## config.mk

```make
export PLATFORM = sky130hd
export DESIGN_NAME = lane_traffic_flat
export DESIGN_NICKNAME = d
export VERILOG_FILES = /design/src/rtl/lane_traffic_if.sv /design/src/rtl/lane_traffic.sv /design/src/flat_wrapper.sv
export SDC_FILE = /design/constraint.sdc
export NUM_CORES = 2
export LEC_CHECK = 0
export CAP_MARGIN = 20
export CORE_UTILIZATION = 50
export CTS_BUF_LIST = sky130_fd_sc_hd__clkbuf_8 sky130_fd_sc_hd__clkbuf_16
export DETAILED_ROUTE_END_ITERATION = 6
export PLACE_DENSITY = 0.69
export SLEW_MARGIN = 0
export SYNTH_ARGS = -nofsm -noshare
export SYNTH_HDL_FRONTEND = slang
export SYNTH_SLANG_ARGS = --single-unit
```

## constraint.sdc

```tcl
create_clock -name clk -period 10.2 [get_ports clk]
set_clock_uncertainty 0.1 [all_clocks]
set_input_delay 2.04 -clock clk [delete_from_list [all_inputs] [get_ports clk]]
set_output_delay 2.04 -clock clk [all_outputs]
set_load 0.02 [all_outputs]
```

## src/rtl/lane_traffic_if.sv

```systemverilog
// Bundle between the game FSM / renderer / collision logic and lane_traffic.
// Master drives config, pause and queries; slave returns positions and hits.
interface lane_traffic_if #(
    parameter int NUM_LANES = 6,
    parameter int CARS      = 3,
    parameter int DIV_W     = 24
);
    logic                         enable;
    logic [1:0]                   level;
    logic                         cfg_we;
    logic [2:0]                   cfg_lane;
    logic [DIV_W-1:0]             cfg_div;
    logic [9:0]                   cfg_len;
    logic                         cfg_dir;
    logic                         q_valid;
    logic [2:0]                   q_lane;
    logic [9:0]                   q_x;
    logic [9:0]                   q_w;
    logic [NUM_LANES*CARS*10-1:0] car_x;
    logic [NUM_LANES*10-1:0]      lane_len;
    logic [NUM_LANES-1:0]         lane_dir;
    logic [NUM_LANES-1:0]         step;
    logic                         hit_valid;
    logic                         hit;

    modport master (
        output enable, level, cfg_we, cfg_lane, cfg_div, cfg_len, cfg_dir,
               q_valid, q_lane, q_x, q_w,
        input  car_x, lane_len, lane_dir, step, hit_valid, hit
    );
    modport slave (
        input  enable, level, cfg_we, cfg_lane, cfg_div, cfg_len, cfg_dir,
               q_valid, q_lane, q_x, q_w,
        output car_x, lane_len, lane_dir, step, hit_valid, hit
    );
endinterface

```

## src/rtl/lane_traffic.sv

```systemverilog
// Frogger road traffic: per-lane speed divider, wrap-around car motion and a
// one-cycle registered span/car overlap query for the collision logic.
module lane_traffic_lane #(
    parameter int LANE    = 0,
    parameter int CARS    = 3,
    parameter int X_LEFT  = 96,
    parameter int X_RIGHT = 544,
    parameter int SPACING = 150,
    parameter int DIV_W   = 24,
    parameter int DEF_DIV = 100000
) (
    input  logic                 clk,
    input  logic                 reset,
    input  logic                 enable_i,
    input  logic [1:0]           level_i,
    input  logic                 cfg_we_i,
    input  logic [DIV_W-1:0]     cfg_div_i,
    input  logic [9:0]           cfg_len_i,
    input  logic                 cfg_dir_i,
    output logic [CARS-1:0][9:0] x_o,
    output logic [9:0]           len_o,
    output logic                 dir_o,
    output logic                 step_o
);
    localparam logic [9:0] RST_LEN = 10'(32 * ((LANE % 3) + 1));

    logic [DIV_W-1:0]     div_q, div_d, cnt_q, cnt_d, eff;
    logic [9:0]           len_q, len_d, len_clamp;
    logic                 dir_q, dir_d, step_q, step_d;
    logic [CARS-1:0][9:0] x_q, x_d;

    function automatic logic [9:0] seed(input int c);
        return 10'(X_LEFT + c * SPACING + (LANE % 4) * 32);
    endfunction

    always_comb begin
        eff = div_q >> level_i;
        if (eff == '0) eff = DIV_W'(1);
        len_clamp = cfg_len_i;
        if (cfg_len_i == '0)                len_clamp = 10'd1;
        else if (cfg_len_i > 10'(X_LEFT))   len_clamp = 10'(X_LEFT);

        div_d  = div_q;
        len_d  = len_q;
        dir_d  = dir_q;
        cnt_d  = cnt_q;
        x_d    = x_q;
        step_d = 1'b0;
        // A config write re-seeds the lane and takes priority over a due step.
        if (cfg_we_i) begin
            div_d = cfg_div_i;
            len_d = len_clamp;
            dir_d = cfg_dir_i;
            cnt_d = '0;
            for (int c = 0; c < CARS; c++) x_d[c] = seed(c);
        end else if (enable_i) begin
            if (cnt_q >= eff - DIV_W'(1)) begin
                cnt_d  = '0;
                step_d = 1'b1;
                for (int c = 0; c < CARS; c++) begin
                    if (!dir_q)
                        x_d[c] = (x_q[c] >= 10'(X_RIGHT)) ? 10'(X_LEFT) - len_q : x_q[c] + 10'd1;
                    else
                        x_d[c] = (({1'b0, x_q[c]} + {1'b0, len_q}) <= 11'(X_LEFT)) ?
                                 10'(X_RIGHT) : x_q[c] - 10'd1;
                end
            end else begin
                cnt_d = cnt_q + DIV_W'(1);
            end
        end
    end

    always_ff @(posedge clk) begin
        if (reset) begin
            div_q  <= DIV_W'(DEF_DIV);
            len_q  <= RST_LEN;
            dir_q  <= 1'(LANE % 2);
            cnt_q  <= '0;
            step_q <= 1'b0;
            for (int c = 0; c < CARS; c++) x_q[c] <= seed(c);
        end else begin
            div_q  <= div_d;
            len_q  <= len_d;
            dir_q  <= dir_d;
            cnt_q  <= cnt_d;
            step_q <= step_d;
            x_q    <= x_d;
        end
    end

    assign x_o    = x_q;
    assign len_o  = len_q;
    assign dir_o  = dir_q;
    assign step_o = step_q;
endmodule

module lane_traffic #(
    parameter int NUM_LANES = 6,
    parameter int CARS      = 3,
    parameter int X_LEFT    = 96,
    parameter int X_RIGHT   = 544,
    parameter int SPACING   = 150,
    parameter int DIV_W     = 24,
    parameter int DEF_DIV   = 100000
) (
    input logic           clk,
    input logic           reset,
    lane_traffic_if.slave bus
);
    logic [NUM_LANES-1:0][CARS-1:0][9:0] x_all;
    logic [NUM_LANES-1:0][9:0]           len_all;
    logic [NUM_LANES-1:0]                dir_all, step_all;
    logic                                hit_d, hit_q, hit_valid_q;

    for (genvar l = 0; l < NUM_LANES; l++) begin : g_lane
        lane_traffic_lane #(
            .LANE(l), .CARS(CARS), .X_LEFT(X_LEFT), .X_RIGHT(X_RIGHT),
            .SPACING(SPACING), .DIV_W(DIV_W), .DEF_DIV(DEF_DIV)
        ) u_lane (
            .clk       (clk),
            .reset     (reset),
            .enable_i  (bus.enable),
            .level_i   (bus.level),
            .cfg_we_i  (bus.cfg_we && (bus.cfg_lane == 3'(l))),
            .cfg_div_i (bus.cfg_div),
            .cfg_len_i (bus.cfg_len),
            .cfg_dir_i (bus.cfg_dir),
            .x_o       (x_all[l]),
            .len_o     (len_all[l]),
            .dir_o     (dir_all[l]),
            .step_o    (step_all[l])
        );
    end

    // Out-of-range lanes never match; a zero-width span never overlaps.
    always_comb begin
        hit_d = 1'b0;
        for (int l = 0; l < NUM_LANES; l++)
            for (int c = 0; c < CARS; c++)
                if (bus.q_lane == 3'(l) &&
                    ({1'b0, x_all[l][c]} < {1'b0, bus.q_x} + {1'b0, bus.q_w}) &&
                    ({1'b0, bus.q_x} < {1'b0, x_all[l][c]} + {1'b0, len_all[l]}))
                    hit_d = 1'b1;
        if (bus.q_w == '0) hit_d = 1'b0;
    end

    always_ff @(posedge clk) begin
        if (reset) begin
            hit_valid_q <= 1'b0;
            hit_q       <= 1'b0;
        end else begin
            hit_valid_q <= bus.q_valid;
            hit_q       <= bus.q_valid && hit_d;
        end
    end

    assign bus.car_x     = x_all;
    assign bus.lane_len  = len_all;
    assign bus.lane_dir  = dir_all;
    assign bus.step      = step_all;
    assign bus.hit_valid = hit_valid_q;
    assign bus.hit       = hit_q;
endmodule

```

## src/flat_wrapper.sv

```systemverilog
// flat-port wrapper written by rule: the top's interface ports become plain ports
module lane_traffic_flat 
#(
    parameter int NUM_LANES = 6,
    parameter int CARS      = 3,
    parameter int X_LEFT    = 96,
    parameter int X_RIGHT   = 544,
    parameter int SPACING   = 150,
    parameter int DIV_W     = 24,
    parameter int DEF_DIV   = 100000
)
  (clk, reset, bus_enable, bus_level, bus_cfg_we, bus_cfg_lane, bus_cfg_div, bus_cfg_len, bus_cfg_dir, bus_q_valid, bus_q_lane, bus_q_x, bus_q_w, bus_car_x, bus_lane_len, bus_lane_dir, bus_step, bus_hit_valid, bus_hit);
  lane_traffic_if #(.NUM_LANES(NUM_LANES), .CARS(CARS), .DIV_W(DIV_W)) bus_i ();
  input logic clk;
  input logic reset;
  input wire logic [$bits(bus_i.enable)-1:0] bus_enable;
  input wire logic [$bits(bus_i.level)-1:0] bus_level;
  input wire logic [$bits(bus_i.cfg_we)-1:0] bus_cfg_we;
  input wire logic [$bits(bus_i.cfg_lane)-1:0] bus_cfg_lane;
  input wire logic [$bits(bus_i.cfg_div)-1:0] bus_cfg_div;
  input wire logic [$bits(bus_i.cfg_len)-1:0] bus_cfg_len;
  input wire logic [$bits(bus_i.cfg_dir)-1:0] bus_cfg_dir;
  input wire logic [$bits(bus_i.q_valid)-1:0] bus_q_valid;
  input wire logic [$bits(bus_i.q_lane)-1:0] bus_q_lane;
  input wire logic [$bits(bus_i.q_x)-1:0] bus_q_x;
  input wire logic [$bits(bus_i.q_w)-1:0] bus_q_w;
  output wire logic [$bits(bus_i.car_x)-1:0] bus_car_x;
  output wire logic [$bits(bus_i.lane_len)-1:0] bus_lane_len;
  output wire logic [$bits(bus_i.lane_dir)-1:0] bus_lane_dir;
  output wire logic [$bits(bus_i.step)-1:0] bus_step;
  output wire logic [$bits(bus_i.hit_valid)-1:0] bus_hit_valid;
  output wire logic [$bits(bus_i.hit)-1:0] bus_hit;
  assign bus_i.enable = bus_enable;
  assign bus_i.level = bus_level;
  assign bus_i.cfg_we = bus_cfg_we;
  assign bus_i.cfg_lane = bus_cfg_lane;
  assign bus_i.cfg_div = bus_cfg_div;
  assign bus_i.cfg_len = bus_cfg_len;
  assign bus_i.cfg_dir = bus_cfg_dir;
  assign bus_i.q_valid = bus_q_valid;
  assign bus_i.q_lane = bus_q_lane;
  assign bus_i.q_x = bus_q_x;
  assign bus_i.q_w = bus_q_w;
  assign bus_car_x = bus_i.car_x;
  assign bus_lane_len = bus_i.lane_len;
  assign bus_lane_dir = bus_i.lane_dir;
  assign bus_step = bus_i.step;
  assign bus_hit_valid = bus_i.hit_valid;
  assign bus_hit = bus_i.hit;
  lane_traffic #(.NUM_LANES(NUM_LANES), .CARS(CARS), .X_LEFT(X_LEFT), .X_RIGHT(X_RIGHT), .SPACING(SPACING), .DIV_W(DIV_W), .DEF_DIV(DEF_DIV)) u_core (.clk(clk), .reset(reset), .bus(bus_i));
endmodule
```

# Yosys cells after proc, flatten, opt, wreduce, memory -nomap -nowiden
# Index checks and enable logic that the tools add are counted.
# W data, S select, Z words.
# classes
addsub	73
mul	0
div	0
magnitude_cmp	79
eq_ne	10
n_shift	6
muxes	93
bitwise	1
n_reduce_logical	71
# op_table
op	n
$mux W10	56
$lt A10 B11 Y1	36
$mux W24	12
$add A10 B10 Y11	19
$le A11 B7 Y1 const B	18
$add A10 B1 Y10 const B	18
$ge A10 B10 Y1 const B	18
$sub A10 B1 Y10 const B	18
$add A24 B1 Y24 const B	6
$ge A24 B24 Y1	6
$logic_not A24 Y1	6
$shr A24 B2 Y24	6
$sub A24 B1 Y24 const B	6
$sub A7 B10 Y10 const A	6
$logic_and A1 B1 Y1	43
$mux W1	25
$logic_not A10 Y1	2
$reduce_or A3 Y1	6
$eq A3 B2 Y1 const B	4
$eq A3 B3 Y1 const B	4
$reduce_and A2 Y1	6
$reduce_or A2 Y1	6
$gt A10 B7 Y1 const B	1
$eq A3 B1 Y1 const B	2
other kinds (2)	3
# word_totals
register_bits	542
latchBits	0
ram_bits	0
rom_bits	0
in_bits	68
output_inout_bits	254
wordCells	383
mem_count	0

# Longest topological paths before layout
# logic_depth
depth_word	24
depth_mapped	32
mapped_depth_nobuf	27

# Hierarchy
# Synthesis repeated with hierarchy kept, for this count alone.
# unflattened
cells_unflattened	7564
area_unflattened_um2	60715.7
# by_module_without_submodules
module	instances	cells_each	area_each_um2	seq_area_each_um2
lane_traffic	1	1682	13564.3	40.0
lane_traffic_lane (u_core.g_lane[0].u_lane)	1	1007	7988.9	1801.7
lane_traffic_lane (u_core.g_lane[3].u_lane)	1	996	7920.1	1801.7
lane_traffic_lane (u_core.g_lane[2].u_lane)	1	983	7900.1	1801.7
lane_traffic_lane (u_core.g_lane[1].u_lane)	1	980	7832.5	1801.7
lane_traffic_lane (u_core.g_lane[5].u_lane)	1	962	7756.2	1801.7
lane_traffic_lane (u_core.g_lane[4].u_lane)	1	954	7753.7	1801.7

# Worst setup path after synthesis
# Ideal clock, no wire load.
# synth_timing
kind	input to register
from	input port bus_level[0]
to	register u_core.g_lane[1].u_lane.x_q (netlist bit u_core.g_lane[1].u_lane.x_o[28])
setup_time_ns	0.120
arrival_time_ns	7.727
required_ns	9.980
setup_slack_ns	2.253
cell_stages	30
n_path_buf	12
path_cell_list	buf_6 > buf_12 > buf_12 > buf_12 > buf_6 > buf_2 > buf_2 > clkbuf_1 > buf_2 > buf_1 > clkbuf_1 > nand2_1 > o21ai_0 > ha_1 > nand2_1 > nor3_1 > and2_1 > nand2b_1 > or2_1 > xor2_1 > ha_1 > a21o_1 > a21oi_1 > a21oi_1 > nand4_1 > o221ai_1 > o311ai_1 > clkbuf_1 > nor2_1 > a211o_1
# synth_via
elab_chain_cells	6
# synth_lines
element	line_no	text
start: declaration	flat_wrapper.sv:17	input wire logic [$bits(bus_i.level)-1:0] bus_level;
$shr A24 B2 Y24 *	lane_traffic.sv:37	eff = div_q >> level_i;
$logic_not A24 Y1	lane_traffic.sv:38	if (eff == '0) eff = DIV_W'(1);
$mux W24 *	lane_traffic.sv:38	
$sub A24 B1 Y24 *	lane_traffic.sv:57	if (cnt_q >= eff - DIV_W'(1)) begin
$ge A24 B24 Y1 *	lane_traffic.sv:57	
$reduce_and A2 Y1 (no source line) *	--	
end signal: assignment	lane_traffic.sv:87	x_q <= x_d;
end: declaration	lane_traffic.sv:30	logic [CARS-1:0][9:0] x_q, x_d;
# Every way passes the cells marked *; elsewhere a longest branch is shown, timed or not.
# A chain may end at the register's enable or synchronous reset.

# Worst setup path in the final report
# layout_timing
from	input port bus_level[0]
to	register u_core.g_lane[1].u_lane.x_q (netlist bit u_core.g_lane[1].u_lane.x_o[29])
# Same word-level chain as after synthesis.

==> qor.txt <==
Sequential standard cell area = 0.01085 sq mm
Number of synthesized register bits = 542
Non-Filler Instances = 8095
Post-DP HPWL = 133400 um
Post-CTS sizing = 0
Syn. warnings = 0
Final min period = 8.449 ns
CTS Buffer Depth = 3
Tcrit/Tclk final = 82.84%
Site Rows = 117
Synth unique cells = 109
Max stage delay on crit path = 0.61 ns
Worst vdd ir = 0.0001299 V
Commonest non-fill, non-tap cells in the layout = 658 x ha_1, 654 x nor2_1, 542 x dfxtp_1
Dpl cells = 7964
Gr ovfl total = 0
Synthesized area = 0.05184 sq mm
Die Footprint = 0.1050 sq mm
Clock transition at the registers of the reported paths = 0.06 ns
Cell area after layout = 0.05873 sq mm
Synth Net Count = 7245
Fin. Hold Viols = 0
Setup TNS = 0 ns
Initial DRC count = 5002
Vias in the first global route = 47850
Clk root buf = clkbuf_16
IO buf count = 321
MaxCap Viol Count = 0
Core Area = 0.1023 sq mm
Pwr dens = 101.3 mW/mm^2
Num Clock Sinks = 542
Die Width = 324.0 um
Status = complete, no violations
Via count = 51720
Cell family with most CP delay = compound AO/OA/AOI/OAI gates
Placed instance area = 0.05618 sq mm
Post-DRT Antenna Nets = 0
Wirelength per Cell = 22.91 um
CP bufs+invs = 4
Vias per cell = 6.389
Worst Tran Pin Value = 1.179 ns
H-tree lvl count = 3
Max FO, Critical Path = 76
Critical hold path startpoint = u_core.g_lane[5].u_lane.div_q[1]
Slowest-stage cell, CP = nand2_1
Initial core utilization = 50.66%
Worst EP arrival = 8.92 ns
Post-CTS Setup Bufs = 0
Core Util, Final = 57.40%
Reg2reg start = u_core.g_lane[1].u_lane.div_q[19]
Hold Path Class = flop to flop
Final Net Count = 7415
Synthesized instance count = 6500
First-pass GRT wire length = 280300 um
Post-synth top flop = dfxtp_1
Share of cells above drive strength 1 = 5.442%
Area Growth Syn to Fin = 13.29%
CP required = 10.67 ns
Fillcell total = 9458
Achievable Freq = 118.4 MHz
CP Capture Type = flop
CTS buffer count = 71
CTS tree = yes
Worst Setup Start Kind = input pin
DRT Pass-1 Iters = 6
Pin count of the biggest net entering global routing = 98
Worst skew pair latency = 0.67 ns
GP Congestion = 0.9606
Avg Cell Area, Syn = 7.976 sq um
Commonest non-fill, non-tap cell in the layout = ha_1
Async set-reset flop share out of synthesis = 0%
Chip height = 324.0 um
Relative slew slack = 21.22%
Number of synthesized flops with an enable pin = 0
Crit path from = bus_level[0]
Area occupied by multi-input gates = 0.03888 sq mm
DRC = 0
Setup violators final = 0
Gr usage total = 34.23%
RSZ-0062 raised after global routing = false
Initial antenna violation count = 3
Number of I/O pins = 322
Lkg Pwr = 24.28 nW
Post-CTS Hold Fix Bufs = 0
Seq/Total Area, Yosys = 20.93%
WL final = 185500 um
Final max-slew violation count = 0
Critical path class = input pin to flop
[logic make-up (layout without fill, tap and decap cells)]
family / Yosys count / after routing / share of synthesized area [%]
compound gates: 1824 / 1824 / 23.56
flops: 542 / 542 / 20.93
mux: 205 / 205 / 5.124
simple gates: 2132 / 2132 / 19.53
fa+ha+maj: 692 / 692 / 16.90
other cells: 0 / 2 / 0
xor+xnor: 560 / 560 / 9.461
buf+inv: 545 / 770 / 4.489
[routing by layer]
layer | part of all wire, % | wire length (um) | up-vias | global-route usage, %
met3 | 9.8 | 18120 | 510 | 6.874
met1 | 41 | 76180 | 24440 | 44.23
li1 | - | - | 24300 | -
met2 | 44 | 81200 | 2458 | 54.08
met5 | 0.015 | 27 | - | 0
met4 | 5.4 | 9932 | 4 | 16.91
[worst reg2reg max path, stage by stage (launching register included)]
cell and delay (ns):
dfxtp_1 0.36, mux4_1 0.61, or3_1 0.37, nor2_1 0.16
o211ai_1 0.12, a2111oi_0 0.44, a221o_2 0.28, inv_1 0.08
ha_1 0.21, nand2_1 0.13, nor3_1 0.10, and2_1 0.22
nand2b_1 0.11, or2_1 0.17, xor2_1 0.16, ha_1 0.26
a21o_1 0.16, a21oi_1 0.18, a21oi_1 0.11, nand4_1 0.12
o221ai_1 0.23, o21bai_1 0.28, o311ai_4 0.13, buf_4 0.41
nand2_1 0.62, o21ai_0 0.35
[flip-flops by register name, summed over array words and instances (netlist names)]
signal	flops
u_core.g_lane.u_lane.step_o	6
u_core.bus.hit_valid	1
u_core.g_lane.u_lane.x_o	180
u_core.bus.hit	1
u_core.g_lane.u_lane.div_q	144
u_core.g_lane.u_lane.len_o	60
u_core.g_lane.u_lane.dir_o	6
u_core.g_lane.u_lane.cnt_q	144
[final timing paths]
kind | to | slack, ns | depth (start not counted)
setup / recovery | u_core.g_lane[1].u_lane.x_o[29] | 1.75 | 27
hold / removal | u_core.g_lane[5].u_lane.div_q[1] | 0.38 | 1
setup reg to reg | u_core.g_lane[1].u_lane.x_o[29] | 3.62 | 25
hold reg to reg | u_core.g_lane[5].u_lane.div_q[1] | 0.38 | 1
[synth_stat cells (42+ instances only)]
cell	count	area, sq um
a22o_1	113	989.7
clkbuf_1	233	874.6
nor2b_1	67	419.2
nor2_1	654	2455
o21ai_0	395	1977
ha_1	658	8233
and3_1	78	488.0
nand3_1	209	1046
xnor2_1	301	2636
o22ai_1	64	400.4
a21o_1	136	1021
a211oi_1	73	548.0
nand2b_1	89	556.8
a21oi_1	413	2067
nand2_1	531	1993
mux2i_1	124	1241
o22a_1	42	367.9
dfxtp_1	542	10850
inv_1	231	867.1
nand4_1	70	437.9
o211ai_1	53	397.9
xor2_1	259	2268
a31oi_1	78	488.0
nor3_1	160	800.8
or3_1	84	525.5
[report_power, final]
| group | internal (mW) | switching (mW) |
|---|---|---|
| logic | 0.369 | 0.651 |
| clock network | 1.66 | 1.10 |
| registers | 2.14 | 0.0277 |
| total | 4.17 | 1.78 |
[metrics by stage]
| step | hold slack, ns | power, mW | setup slack [ns] |
|---|---|---|---|
| 6_report | 0.3822 | 5.949 | 1.751 |
| 5_1_grt | 0.4020 | 6.128 | 1.209 |
| 2_1_floorplan | 0.3445 | 2.838 | 2.253 |
| 3_5_place_dp | 0.3639 | 3.203 | 1.247 |
| 4_1_cts | 0.3810 | 5.954 | 1.926 |
| 3_3_place_gp | 0.3614 | 3.178 | 1.412 |
[final cells by class]
cell class                 count  area share [%]
antenna                        2        0.008521
clock buffer                  82           3.321
clock inverter                46           1.005
inverter                     235           1.502
multi-input combinational   5413           66.20
sequential                   542           18.47
tap                         1368           2.914
timing repair buffer         407           6.572
Note: power is estimated with default switching activity, not from simulation.
